### src/rtl/cpu_pkg.sv
// Shared types and defaults for the CPU memory subsystem.
package cpu_pkg;

  localparam int CPU_DATA_W = 32;

  // Who owns the read data returning from the shared memory this cycle.
  typedef enum logic [1:0] {
    IDLE = 2'd0,
    RD_I = 2'd1,
    RD_D = 2'd2
  } owner_e;

endpackage

### src/rtl/arb_starve_ctr.sv
// Counts consecutive data grants that overtook a waiting fetch and forces the
// fetch through once the count reaches STARVE_MAX.
module arb_starve_ctr #(
  parameter int STARVE_MAX = 4
) (
  input  logic clk,
  input  logic rst,
  input  logic i_req,
  input  logic d_gnt_w,
  input  logic i_gnt_w,
  output logic force_i
);

  localparam int CNT_W = $clog2(STARVE_MAX + 1);

  logic [CNT_W-1:0] cnt_q, cnt_d;

  always_comb begin
    cnt_d = cnt_q;
    if (!i_req || i_gnt_w) begin
      cnt_d = '0;
    end else if (d_gnt_w && (cnt_q != CNT_W'(STARVE_MAX))) begin
      cnt_d = cnt_q + CNT_W'(1);
    end
  end

  // NOTE: sequential state uses non-blocking assignments so every register
  // samples its inputs from the same pre-edge values.
  always_ff @(posedge clk) begin
    if (rst) cnt_q <= '0;
    else     cnt_q <= cnt_d;
  end

  assign force_i = i_req && (cnt_q == CNT_W'(STARVE_MAX));

endmodule

### src/rtl/mem_arbiter.sv
// Two-port (fetch/data) arbiter in front of a single-port memory with a
// one-cycle read latency; data has priority, bounded by a starvation guard.
module mem_arbiter
  import cpu_pkg::*;
#(
  parameter int DATA_W     = CPU_DATA_W,
  parameter int STARVE_MAX = 4
) (
  input  logic              clk,
  input  logic              rst,
  input  logic              i_req,
  input  logic [DATA_W-1:0] i_addr,
  output logic              i_gnt,
  output logic              i_rvalid,
  output logic [DATA_W-1:0] i_rdata,
  input  logic              d_req,
  input  logic              d_we,
  input  logic [DATA_W-1:0] d_addr,
  input  logic [DATA_W-1:0] d_wdata,
  output logic              d_gnt,
  output logic              d_rvalid,
  output logic [DATA_W-1:0] d_rdata,
  output logic              m_en,
  output logic              m_we,
  output logic [DATA_W-1:0] m_addr,
  output logic [DATA_W-1:0] m_wdata,
  input  logic [DATA_W-1:0] m_rdata
);

  logic   force_i;
  logic   i_gnt_w, d_gnt_w;
  owner_e state_q, state_d;

  arb_starve_ctr #(.STARVE_MAX(STARVE_MAX)) u_starve_ctr (
    .clk     (clk),
    .rst     (rst),
    .i_req   (i_req),
    .d_gnt_w (d_gnt_w),
    .i_gnt_w (i_gnt_w),
    .force_i (force_i)
  );

  // NOTE: grants and read returns are gated by rst combinationally so every
  // output is quiet for the whole reset cycle, not only after the edge.
  assign d_gnt_w = !rst && d_req && !force_i;
  assign i_gnt_w = !rst && i_req && (!d_req || force_i);
  assign i_gnt   = i_gnt_w;
  assign d_gnt   = d_gnt_w;

  // NOTE: every variable gets a default first so no path infers a latch.
  always_comb begin
    m_en    = 1'b0;
    m_we    = 1'b0;
    m_addr  = '0;
    m_wdata = '0;
    if (d_gnt_w) begin
      m_en    = 1'b1;
      m_we    = d_we;
      m_addr  = d_addr;
      m_wdata = d_wdata;
    end else if (i_gnt_w) begin
      m_en    = 1'b1;
      m_addr  = i_addr;
      m_wdata = d_wdata;
    end
  end

  always_comb begin
    state_d = IDLE;
    if (i_gnt_w)              state_d = RD_I;
    else if (d_gnt_w && !d_we) state_d = RD_D;
  end

  always_ff @(posedge clk) begin
    if (rst) state_q <= IDLE;
    else     state_q <= state_d;
  end

  assign i_rvalid = !rst && (state_q == RD_I);
  assign d_rvalid = !rst && (state_q == RD_D);
  assign i_rdata  = i_rvalid ? m_rdata : '0;
  assign d_rdata  = d_rvalid ? m_rdata : '0;

endmodule

### config.mk
export PLATFORM = sky130hd
export DESIGN_NAME = mem_arbiter
export DESIGN_NICKNAME = d
export VERILOG_FILES = /design/src/rtl/cpu_pkg.sv /design/src/rtl/arb_starve_ctr.sv /design/src/rtl/mem_arbiter.sv
export SDC_FILE = /design/constraint.sdc
export NUM_CORES = 1
export LEC_CHECK = 0
export CAP_MARGIN = 10
export CORE_AREA = 2 2 104 106
export DETAILED_ROUTE_END_ITERATION = 10
export DIE_AREA = 0 0 106 108
export GPL_ROUTABILITY_DRIVEN = 0
export MAX_ROUTING_LAYER = met4
export PLACE_DENSITY = 0.66
export REMOVE_ABC_BUFFERS = 1
export SYNTH_ARGS = -nofsm -noshare
export SYNTH_HDL_FRONTEND = slang
export SYNTH_SLANG_ARGS = --single-unit
### constraint.sdc
create_clock -name clk -period 1.54 [get_ports clk]
set_input_delay 0.154 -clock clk [delete_from_list [all_inputs] [get_ports clk]]
set_output_delay 0.154 -clock clk [all_outputs]
set_load 0.05 [all_outputs]
; Yosys cells after proc, flatten, opt, wreduce, memory -nomap -nowiden
; Cells that the tools add are included.
[totals]
regBits = 5
elab_cells = 37
[op_classes]
mux = 11
addsub = 1
n_reduce_logical = 18
n_eq_ne = 4
[op_table]
columns = op, n
row1 = $mux 32, 6
row2 = $logic_and 1x1->1, 9
row3 = $logic_not 1->1, 5
row4 = $mux 1, 4
row5 = $reduce_or 2->1, 2
row6 = $add 3x1->3 const B, 1
row7 = $eq 3x3->1 const B, 1
row8 = $ne 3x3->1 const B, 1
row9 = $eq 2x1->1 const B, 1
row10 = $eq 2x2->1 const B, 1
row11 = $logic_or 1x1->1, 2
row12 = $mux 2, 1

; Longest topological paths before layout
[depth]
ltp_word = 7
mapped_depth = 6
depth_no_buf = 4

; Hierarchy
; A second synthesis with hierarchy kept.
[unflattened]
hier_cells = 249
area_unflattened_um2 = 1522.7
[by_module_without_submodules]
columns = mod, n_inst, cells_each, area_per_inst_um2
row1 = mem_arbiter, 1, 230, 1318.8
row2 = arb_starve_ctr, 1, 19, 203.9

; Worst setup path before layout
; No wires, ideal clock.
[synth_path]
path_type = reg2out
start = register u_starve_ctr.cnt_q[0]
end = output port m_we
stages_incl_launch_ff = 6
path_slack_ns = -0.690
t_arrival_ns = 2.076
required_time_ns = 1.386
cell_sequence = dfxtp_1 inv_1 ha_1 and3_4 buf_6 nor3b_1
[synth_via]
elab_chain_len = 5
[synth_lines]
columns = item, line
row1 = start: declaration, arb_starve_ctr.sv:16  ; logic [CNT_W-1:0] cnt_q, cnt_d;
row2 = start signal: assignment, arb_starve_ctr.sv:31  ; else cnt_q <= cnt_d;
row3 = $eq 3x3->1, arb_starve_ctr.sv:34  ; assign force_i = i_req && (cnt_q == CNT_W'(STARVE_MAX));
row4 = $logic_and 1x1->1, arb_starve_ctr.sv:34
row5 = $logic_not 1->1, mem_arbiter.sv:45  ; assign d_gnt_w = !rst && d_req && !force_i;
row6 = $logic_and 1x1->1, mem_arbiter.sv:45
row7 = $mux 1, mem_arbiter.sv:56  ; if (d_gnt_w) begin
row8 = end: declaration, mem_arbiter.sv:24  ; output logic m_we,
; Every way passes these cells.

; Worst setup path in the final report
[layout_path]
start = register u_starve_ctr.cnt_q[0]
end = output port m_addr[25]
[layout_via]
elab_chain_len = 6
[layout_lines]
columns = item, line
row1 = $eq 3x3->1 (*), arb_starve_ctr.sv:34
row2 = $logic_and 1x1->1 (*), arb_starve_ctr.sv:34
row3 = $logic_or 1x1->1, mem_arbiter.sv:46  ; assign i_gnt_w = !rst && i_req && (!d_req || force_i);
row4 = $logic_and 1x1->1, mem_arbiter.sv:46
row5 = $mux 32, mem_arbiter.sv:61  ; end else if (i_gnt_w) begin
row6 = $mux 32 (*), mem_arbiter.sv:56
row7 = end: declaration, mem_arbiter.sv:25  ; output logic [DATA_W-1:0] m_addr,
; Mark *: on every way between the ends. The rest lies on a longest branch, timed or not.

==> impl_table.tex <==
\begin{tabular}{lr}
\hline
Metric & Value \\
\hline
\multicolumn{2}{l}{\textbf{Run status}} \\
Outcome & complete, but fails checks \\
Violated checks & negative setup slack \\
\multicolumn{2}{l}{\textbf{STA}} \\
Pins Over Slew Limit & 0 \\
\# setup viols final & 90 \\
Achievable Freq & roughly 580 MHz \\
Setup total negative slack & -8.18 ns \\
Final setup slack of the worst path & -0.190 ns \\
Final period demand of the worst path & between 1.5 and 2 ns \\
Worst slew margin & a little over 80\% \\
Post-route fraction of the period consumed by the critical path & 112\% \\
Max Clock Skew & 0.000338 ns \\
Number of hold violations in the final report & 0 \\
Slew @ Worst Pin & 0.281 ns \\
Worst hold slack & roughly 0.51 ns \\
Setup repair after global routing missed its margin & true \\
\multicolumn{2}{l}{\textbf{Setup path}} \\
Endpoint class of the critical path & output pin \\
CP arrival & $\sim$1.6 ns \\
Class of the most critical setup path & reg2out \\
Data required time at the worst endpoint & around 1.4 ns \\
Category of the worst setup path launch point & flip-flop \\
Worst-path fanout max & 24 \\
\multicolumn{2}{l}{\textbf{Routing}} \\
Wire per inst & approximately 19 um \\
Remaining number of nets flagged by the antenna check after routing & 0 \\
DR vias/cell & roughly 4.6 \\
Detailed-route wire length & between 10000 and 15000 um \\
Total via count after detailed routing & approximately 3000 \\
Detailed-routing iteration count for the pre-antenna-repair pass & 4 \\
DRT iter0 DRCs & $\sim$140 \\
Total DRC errors in the routed layout & 0 \\
\multicolumn{2}{l}{\textbf{Power}} \\
Peak supply drop & roughly 0.24 mV \\
Leakage power total & around 2.6 nW \\
Fraction of power spent switching nets & between 40\% and 50\% \\
Cell area power density & between 300 and 400 mW/mm2 \\
Fraction of power consumed by sequential logic & 6.4\% \\
Cell internal pwr & 1.25 mW \\
Sw Pwr & between 0.9 and 1 mW \\
Clock group share of total power & 11.5\% \\
Logic pwr share & between 80 and 90\% \\
\multicolumn{2}{l}{\textbf{Floorplanning}} \\
Number of top-level pins & 267 \\
Core footprint & between 0.01 and 0.015 mm2 \\
Std-Cell Rows & 37 \\
Die width & 106 um \\
Die ar. & 0.0114 mm2 \\
Y dimension of the die & 108 um \\
Effective utilization at floorplan & 16.9\% \\
\multicolumn{2}{l}{\textbf{Global routing}} \\
Global router's overall resource usage & between 15 and 20\% \\
Antenna violations before repair & 0 \\
Via count of the first global-routing pass & slightly above 3000 \\
Residual overflow from global routing & 0 \\
First-pass GRT wire length & roughly 17000 um \\
Maximum number of pins on one net before global-route repair & 34 \\
\multicolumn{2}{l}{\textbf{Clock tree}} \\
Total CTS buffers & 3 \\
CTS Sinks & 5 \\
Hold-fix buffers at CTS & 0 \\
Clock Pin Slew Worst Setup and Hold Paths & around 0.04 ns \\
CTS tree & yes \\
Clock network latency to the later pin of the worst-skew pair & about 0.22 ns \\
Maximum clock path buffer count & 2 \\
Buffer cell driving the clock tree root & clkbuf\_8 \\
Total number of H-tree levels & 1 \\
\multicolumn{2}{l}{\textbf{Run}} \\
Max-cap viol count & 0 \\
\multicolumn{2}{l}{\textbf{Logic synthesis}} \\
Area of the mapped netlist & between 0.0015 and 0.002 mm2 \\
Number of synthesized register bits & 5 \\
Main area contributors after synthesis & and2\_1 (35\%), nand3b\_1 (28\%), o22ai\_1 (12\%) \\
Yosys cell types & 22 \\
Warnings, synthesis & 0 \\
Portion of synthesized cell area occupied by the leading cell type & between 30\% and 40\% \\
Part of the Yosys area used for sequential elements & a little under 6\% \\
Share of flip-flops with an asynchronous set or reset after synthesis & 0\% \\
Per-instance average area after synthesis & 6.93 um2 \\
Prevailing post-synth register cell & dfxtp\_1 \\
EDFF count, synth & 0 \\
Largest area contributor in the netlist & and2\_1 \\
Cells after synthesis & 250 \\
\multicolumn{2}{l}{\textbf{Cells and area}} \\
Filler Cell Count & about 770 \\
Final layout net count & between 600 and 700 \\
P\&R area growth vs syn & 278\% \\
Core utilization of the finished layout & between 60 and 70\% \\
Antenna diodes & 0 \\
Proportion of layout cells with a drive suffix above 1 & around 52\% \\
\multicolumn{2}{l}{\textbf{Placement}} \\
Number of buffers added on ports & 266 \\
HPWL after DPL & 9150 um \\
\multicolumn{2}{l}{\textbf{Worst hold path}} \\
Min-Delay Path Class & reg2reg \\
\hline
\end{tabular}
stage by stage:
stage	std cells	cell area, um2	worst slack (ns)	power, mW
floorplan	219	1560	-0.721	0.775
global placement	645	5570	-0.197	1.68
detailed placement	645	5570	-0.156	1.70
CTS	660	6130	-0.171	2.09
global route	673	6540	-0.276	2.24
finish	673	6540	-0.190	2.16
final cells by class:
| cell class | count | area (um2) | area share (%) |
|---|---|---|---|
| timing repair buffer | 314 | 4370 | 66.7 |
| multi-input combinational | 211 | 1840 | 28.2 |
| tap | 136 | 170 | 2.60 |
| sequential | 5 | 105 | 1.61 |
| clock buffer | 4 | 45.0 | 0.688 |
| inverter | 3 | 11.3 | 0.172 |
power groups by stage:
stage	registers [mW]	clock network [mW]	logic [mW]
4_1_cts	0.136	0.250	1.71
3_3_place_gp	0.138	0	1.55
3_5_place_dp	0.138	0	1.56
5_1_grt	0.138	0.263	1.84
2_1_floorplan	0.137	0	0.638
6_report	0.138	0.248	1.78
repair_timing:
| item | in CTS | in global routing |
|---|---|---|
| resized for setup | 77 | 67 |
| endpoints found under the setup margin | 68 | 93 |
| cloned | 5 | 8 |
| setup buffers | 6 | 5 |
| pin swaps | 3 | 44 |
flip-flops by register name, summed over array words and instances (netlist names):
register,count
u_starve_ctr.cnt_q,3
state_q,2
layer usage:
metal / track usage [%] / vias up / wire length [um]
met2: 39.4 / 185 / 7200
met1: 18.1 / 1430 / 4230
li1: - / 1443 / -
met3: 4.52 / 16 / 971
met4: 3.67 / 0 / 170
met5: - / - / 0
synth_stat cells (3+ instances only):
library cell and count:
clkbuf_1 7, dfxtp_1 5, o22ai_1 32, clkbuf_2 4, nand3b_1 65, and2_1 96, inv_1 3, nor3b_1 3
buf_2 14, buf_6 4
layout by cell type, fill, tap and decap left out:
| master | count |
|---|---|
| buf_6 | 29 |
| inv_2 | 2 |
| inv_1 | 1 |
| dfxtp_2 | 4 |
| o22ai_1 | 9 |
| nand2b_1 | 1 |
| o22ai_4 | 8 |
| nor3b_1 | 2 |
| clkdlybuf4s50_1 | 129 |
| nand2b_4 | 1 |
| buf_2 | 1 |
| o21ba_4 | 1 |
| a21boi_4 | 1 |
| a211oi_1 | 2 |
| clkbuf_16 | 6 |
| buf_8 | 5 |
| buf_16 | 3 |
| clkbuf_8 | 3 |
| and2_4 | 55 |
| bufbuf_16 | 1 |
| or3b_2 | 1 |
| dlygate4sd2_1 | 2 |
| nand3b_1 | 65 |
| and2_1 | 41 |
| ha_4 | 1 |
| ha_1 | 1 |
| nor3_1 | 1 |
| nor3b_4 | 2 |
| nor2_4 | 1 |
| o22ai_2 | 15 |
| clkbuf_1 | 1 |
| buf_12 | 108 |
| a21oi_1 | 1 |
| and3_4 | 1 |
| buf_4 | 30 |
| dfxtp_1 | 1 |
| nor3b_2 | 1 |
critical path, cell delays in order, from the launching register on:
cell      delay [ns]
dfxtp_2         0.33
inv_2           0.05
ha_4            0.15
buf_6           0.11
a21boi_4        0.18
buf_12          0.22
o22ai_1         0.10
buf_4           0.20
path summary, 6_finish.rpt:
path | startpoint | to | slack (ns) | depth (start not counted)
worst max-delay path | u_starve_ctr.cnt_q[0]$_SDFFE_PP0P_ | m_addr[25] | -0.19 | 7
worst min-delay path | u_starve_ctr.cnt_q[0]$_SDFFE_PP0P_ | u_starve_ctr.cnt_q[0]$_SDFFE_PP0P_ | 0.51 | 2
worst max register to register | u_starve_ctr.cnt_q[0]$_SDFFE_PP0P_ | u_starve_ctr.cnt_q[2]$_SDFFE_PP0P_ | 0.11 | 6
worst min register to register | u_starve_ctr.cnt_q[0]$_SDFFE_PP0P_ | u_starve_ctr.cnt_q[0]$_SDFFE_PP0P_ | 0.51 | 2
cells by family (layout without fill, tap and decap cells):
logic type,after synthesis,after routing,synth area share (%)
AO/OA/AOI/OAI,37,37,13.9
adder cells (fa/ha/maj),2,2,1.44
buffers and inverters,34,321,10.8
flip-flops,5,5,5.78
AND/OR/NAND/NOR,172,172,68.0
Note: power is estimated with default switching activity, not from simulation.
